===== config.mk =====
export PLATFORM = sky130hd
export DESIGN_NAME = shift_pipe
export DESIGN_NICKNAME = d
export VERILOG_FILES = /design/src/rtl/shift_pipe.sv
export SDC_FILE = /design/constraint.sdc
export NUM_CORES = 1
export LEC_CHECK = 0
export ABC_CLOCK_PERIOD_IN_PS = 6300
export BUFFER_PORTS_ARGS = -buffer_cell sky130_fd_sc_hd__buf_2
export CORE_ASPECT_RATIO = 1.25
export CORE_MARGIN = 4
export CORE_UTILIZATION = 40
export DETAILED_ROUTE_END_ITERATION = 10
export PLACE_DENSITY = 0.66
export SLEW_MARGIN = 20
export SYNTH_ARGS = -nofsm -noshare
export SYNTH_HDL_FRONTEND = slang
export SYNTH_SLANG_ARGS = --single-unit

===== constraint.sdc =====
create_clock -name clk -period 6.3 [get_ports clk]
set_clock_uncertainty 0.05 [all_clocks]
set_input_delay 0.315 -clock clk [delete_from_list [all_inputs] [get_ports clk]]
set_output_delay 0.315 -clock clk [all_outputs]
set_load 0.02 [all_outputs]

===== src/rtl/shift_pipe.sv =====
// shift_pipe: two-stage pipelined barrel shifter (LSL/LSR/ASR/ROR) with
// valid/ready handshakes on both sides and a sideband tag per op.
// Optional feature macro: SHIFT_PIPE_CARRY_EN adds in_cin/out_cout and the
// ARM-style shifter carry that travels with each op.
// S1 holds the raw op; the shift is evaluated between S1 and S2, and S2 is
// the output register. Assumes WIDTH is a power of two and SHAMT_W >= log2(WIDTH).
module shift_pipe #(
    parameter int WIDTH   = 32,
    parameter int SHAMT_W = 8,
    parameter int TAG_W   = 4
) (
    input  logic               clk,
    input  logic               reset_n,
    input  logic               flush,
    input  logic               in_valid,
    output logic               in_ready,
    input  logic [WIDTH-1:0]   in_a,
    input  logic [SHAMT_W-1:0] in_shamt,
    input  logic [1:0]         in_sh,
    input  logic [TAG_W-1:0]   in_tag,
    output logic               out_valid,
    input  logic               out_ready,
    output logic [WIDTH-1:0]   out_y,
    output logic [TAG_W-1:0]   out_tag
`ifdef SHIFT_PIPE_CARRY_EN
    ,
    input  logic               in_cin,
    output logic               out_cout
`endif
);

    localparam int LW = $clog2(WIDTH);

    typedef enum logic [1:0] {
        SH_LSL = 2'b00,
        SH_LSR = 2'b01,
        SH_ASR = 2'b10,
        SH_ROR = 2'b11
    } sh_t;

    logic               s1_v;
    logic [WIDTH-1:0]   s1_a;
    logic [SHAMT_W-1:0] s1_shamt;
    sh_t                s1_sh;
    logic [TAG_W-1:0]   s1_tag;
    logic               s2_v;

    logic               s1_adv;
    logic               accept;

    logic [LW-1:0]      amt;
    logic [SHAMT_W-1:0] hi;
    logic               big;
    logic [WIDTH-1:0]   ror_y;
    logic [WIDTH-1:0]   y_next;

    // S1 may move into S2 whenever S2 is empty or being drained this cycle
    assign s1_adv    = !s2_v || out_ready;
    assign in_ready  = reset_n && !flush && (!s1_v || s1_adv);
    assign accept    = in_valid && in_ready;
    assign out_valid = s2_v;

    // Shift datapath for the op held in S1; amounts >= WIDTH are saturated
    always_comb begin
        amt    = LW'(s1_shamt);
        hi     = s1_shamt >> LW;
        big    = |hi;
        ror_y  = '0;
        y_next = s1_a;
        for (int i = 0; i < WIDTH; i++) begin
            ror_y[i] = s1_a[LW'(i) + amt];
        end
        case (s1_sh)
            SH_LSL:  y_next = big ? '0 : (s1_a << amt);
            SH_LSR:  y_next = big ? '0 : (s1_a >> amt);
            SH_ASR:  y_next = big ? {WIDTH{s1_a[WIDTH-1]}}
                                  : $unsigned($signed(s1_a) >>> amt);
            default: y_next = ror_y;
        endcase
    end

`ifdef SHIFT_PIPE_CARRY_EN
    logic          s1_cin;
    logic          c_next;
    logic          amt_is_w;
    logic [LW-1:0] lsl_idx;
    logic [LW-1:0] lsr_idx;

    // Carry is the last bit shifted out; amount exactly WIDTH needs its own case
    always_comb begin
        amt_is_w = (hi == SHAMT_W'(1)) && (amt == '0);
        lsl_idx  = '0 - amt;
        lsr_idx  = amt - 1'b1;
        c_next   = s1_cin;
        if (s1_shamt != '0) begin
            case (s1_sh)
                SH_LSL:  c_next = amt_is_w ? s1_a[0]       : (big ? 1'b0 : s1_a[lsl_idx]);
                SH_LSR:  c_next = amt_is_w ? s1_a[WIDTH-1] : (big ? 1'b0 : s1_a[lsr_idx]);
                SH_ASR:  c_next = big ? s1_a[WIDTH-1] : s1_a[lsr_idx];
                default: c_next = y_next[WIDTH-1];
            endcase
        end
    end

    // Carry sideband registers follow the same load/hold rules as the data
    always_ff @(posedge clk) begin
        if (!reset_n) begin
            s1_cin   <= 1'b0;
            out_cout <= 1'b0;
        end else if (!flush) begin
            if (s1_adv && s1_v) out_cout <= c_next;
            if (accept)         s1_cin   <= in_cin;
        end
    end
`endif

    // Pipeline valids and payloads; reset beats flush, flush drops both stages
    always_ff @(posedge clk) begin
        if (!reset_n) begin
            s1_v     <= 1'b0;
            s1_a     <= '0;
            s1_shamt <= '0;
            s1_sh    <= SH_LSL;
            s1_tag   <= '0;
            s2_v     <= 1'b0;
            out_y    <= '0;
            out_tag  <= '0;
        end else if (flush) begin
            s1_v <= 1'b0;
            s2_v <= 1'b0;
        end else begin
            if (s1_adv) begin
                s2_v <= s1_v;
                if (s1_v) begin
                    out_y   <= y_next;
                    out_tag <= s1_tag;
                end
            end
            if (accept) begin
                s1_v     <= 1'b1;
                s1_a     <= in_a;
                s1_shamt <= in_shamt;
                s1_sh    <= sh_t'(in_sh);
                s1_tag   <= in_tag;
            end else if (s1_adv) begin
                s1_v <= 1'b0;
            end
        end
    end

endmodule


==> qor.txt <==
Status: finished, final reports clean
Cells after DPL: 1463
Fill count: 2464
Top_reg_cell synth: dfxtp_1
# setup viols final: 0
CP Capture Point: out_y[17]$_SDFFE_PN0P_
Compound-Gate Fraction of Synth Area: 0.1880
Post-synth EDFFs: 0
Num CTS Buffers: 9
Hold Buf Count CTS: 0
DP HPWL: 29520 µm
Simple-gate share of the synthesized area: 0.1423
DR WL/cell: 27.45 µm
Area of the die: 0.02869 mm²
Initial drt markers: 1481
F_max: 233.6 MHz
Gr usage total: 0.2761
Final period util: 0.6794
Pwr per Cell Area: 143.8 mW/mm²
IO Pins: 89
Area after DPL: 0.01077 mm²
YS warnings: 0
Final estimated routing congestion in global placement: 1.074
ANT cells: 0
Top-area cell type share of the netlist area: 0.2509
DRC viols: 0
Synth unique cells: 78
Max cap viols: 0
Crit path kind: reg2reg
Startpoint Class: flip-flop
Clock Pin Slew Worst Setup and Hold Paths: 0.06 ns
Mapped Area: 0.01041 mm²
Synth cell count leaders: 158 x nand2_1, 119 x mux2i_1, 116 x mux4_2, 84 x dfxtp_1, 76 x nor2_1
Post-CTS setup repair buffer count: 0
Layout Nets: 1202
Slew @ Worst Pin: 1.050 ns
Sink Count: 84
Syn avg cell area: 9.093 µm²
Worst min-delay path class: in2reg
Multiplexer area fraction after synthesis: 0.4003
WHS Path Cells: 3
Total number of vias: 10252
Largest net degree at the start of global routing: 83
Pleak: 3.713 nW
Antenna viol nets, final: 0
Area Growth Syn to Fin: 6.634%
Worst r2r dst: out_y[17]$_SDFFE_PN0P_
Yosys reg bits: 84
Total global routing overflow: 0
Post-synthesis sequential area ratio: 0.1615
Worst IR Drop VDD: 0.09668 mV
Relative slew slack: 0.2955
Initial antenna violation count: 1
Cell with the most instances after synthesis: nand2_1
Initial core utilization: 0.4090
Synth Area in Adders: 0.01442
Share of cells above drive strength 1: 0.2596
Core Area: 0.02546 mm²
Synth top area cells: mux4_2 25%, dfxtp_1 16%, mux2i_1 11%, nand2_1 5.7%, a21boi_0 3.9%
WP data required: 6.51 ns
Clock Latency Late Sink: 0.36 ns
Die width: 152.3 µm
Fin crit period: 4.280 ns
Crit path capture type: flip-flop
Setup TNS: 0 ns
Post-CTS Resized: 0
R2R depth: 7
Post-route cell area: 0.01110 mm²
Cell count after synthesis: 1145
R2R Path Start: s1_shamt[1]$_SDFFE_PN0P_
Via/cell ratio: 6.932
First-pass DRT Iterations: 6
Global-route wire length before repair: 61470 µm
Xor/xnor share of the synthesized area: 0.02307
Post-synth ARST share: 0
H-tree levels: 3
Critical Path Start: s1_shamt[1]$_SDFFE_PN0P_
Die height: 188.4 µm
CTS max path bufs: 2
Largest family of logic cells by synthesized area: multiplexers
Post-Syn Nets: 1208
IO Port Bufs: 88
CP arrival: 4.49 ns
Setup slack, reg-to-reg: 2.02 ns
CTS tree: built
Vias in the first global route: 9409
Non-Filler Instances: 1479
Final WL: 40600 µm
Yosys top cell by area: mux4_2
Slew Viols, Final: 0
RSZ-0062 raised after global routing: false
Root Driver: clkbuf_16
Peak fanout along the critical path: 60
# rows: 65
Final Hold Fails: 0
[area by class of cell]
type / instances / area, µm² / area share
Multi-Input combinational cell: 923 / 8000 / 0.7206
Sequential cell: 84 / 1694 / 0.1526
Timing Repair Buffer: 113 / 628.1 / 0.05658
Tap cell: 335 / 419.2 / 0.03775
Clock buffer: 12 / 277.8 / 0.02502
Clock inverter: 4 / 52.55 / 0.004733
Inverter: 8 / 30.03 / 0.002705
[logic make-up (layout without fill, tap and decap cells)]
| logic type | count (synthesis) | count (layout) |
|---|---|---|
| AND/OR/NAND/NOR | 337 | 337 |
| buffers and inverters | 138 | 137 |
| adder cells (fa/ha/maj) | 12 | 12 |
| multiplexers | 266 | 266 |
| AO/OA/AOI/OAI | 284 | 284 |
| flip-flops | 84 | 84 |
| XOR/XNOR | 24 | 24 |
[worst max-delay path: stages, from the launching register on]
cell,delay [ns]
dfxtp_4,0.92
inv_1,0.52
ha_1,0.97
mux4_2,0.62
mux4_2,0.49
a31oi_1,0.17
o311ai_1,0.12
o221a_1,0.24
[metrics by stage]
| step | total power, W | util | hold WS (ns) | worst slack, ns |
|---|---|---|---|---|
| 6_report | 0.001597 | 0.4361 | 0.1406 | 2.020 |
| 5_1_grt | 0.001654 | 0.4361 | 0.1414 | 1.628 |
| 4_1_cts | 0.001600 | 0.4361 | 0.1290 | 2.032 |
| 3_5_place_dp | 0.001003 | 0.4232 | 0.3851 | 2.036 |
| 3_3_place_gp | 0.001004 | 0.4232 | 0.3927 | 2.127 |
| 2_1_floorplan | 0.0008778 | - | 0.3824 | 2.740 |
[power by group]
part | internal [W] | switching [W]
sequential | 0.000546 | 0.0000442
clock | 0.000354 | 0.000238
combinational | 0.000165 | 0.000248
total | 0.00107 | 0.000531
[routing by layer]
layer | up-vias | GRT usage | wire, µm
met5 | - | 0 | 13
met3 | 138 | 0.05720 | 4426
li1 | 4344 | - | -
met2 | 748 | 0.4358 | 18270
met1 | 5020 | 0.3617 | 15430
met4 | 2 | 0.1349 | 2465
[worst min path at each step]
| stage | startpoint | endpoint | slack (ns) |
|---|---|---|---|
| after floorplan | in_valid | s1_v$_SDFFE_PP0P_ | 0.38 |
| after global placement | out_y[25]$_SDFFE_PN0P_ | out_y[25]$_SDFFE_PN0P_ | 0.39 |
| after detailed placement | out_y[15]$_SDFFE_PN0P_ | out_y[15]$_SDFFE_PN0P_ | 0.39 |
| after CTS | in_valid | s1_v$_SDFFE_PP0P_ | 0.13 |
| after global routing | in_a[26] | s1_a[26]$_SDFFE_PN0P_ | 0.14 |
| final | in_valid | s1_v$_SDFFE_PP0P_ | 0.14 |
[state kept, by name (all words and copies together) (netlist names)]
register,cells
out_y,32
s1_a,32
s1_shamt,8
out_tag,4
s1_tag,4
s1_sh,2
out_valid,1
s1_v,1
[layout by cell type (no fill, tap or decap), types with 7 or more instances in the layout]
master / n
nand2_1: 158
mux2i_1: 119
mux4_2: 116
buf_2: 88
dfxtp_1: 80
nor2_1: 75
o21ai_0: 55
a21boi_0: 54
a21oi_1: 52
nand3_1: 31
mux2_2: 29
buf_4: 25
nor3_1: 19
xnor2_1: 15
a211oi_1: 14
a31oi_1: 12
ha_1: 12
nand2b_1: 10
a22oi_1: 10
clkbuf_16: 10
o211ai_1: 9
nor2b_1: 8
and2_1: 7
and3_1: 7
o32ai_1: 7
o221ai_1: 7
(Power assumes the default switching activity.)
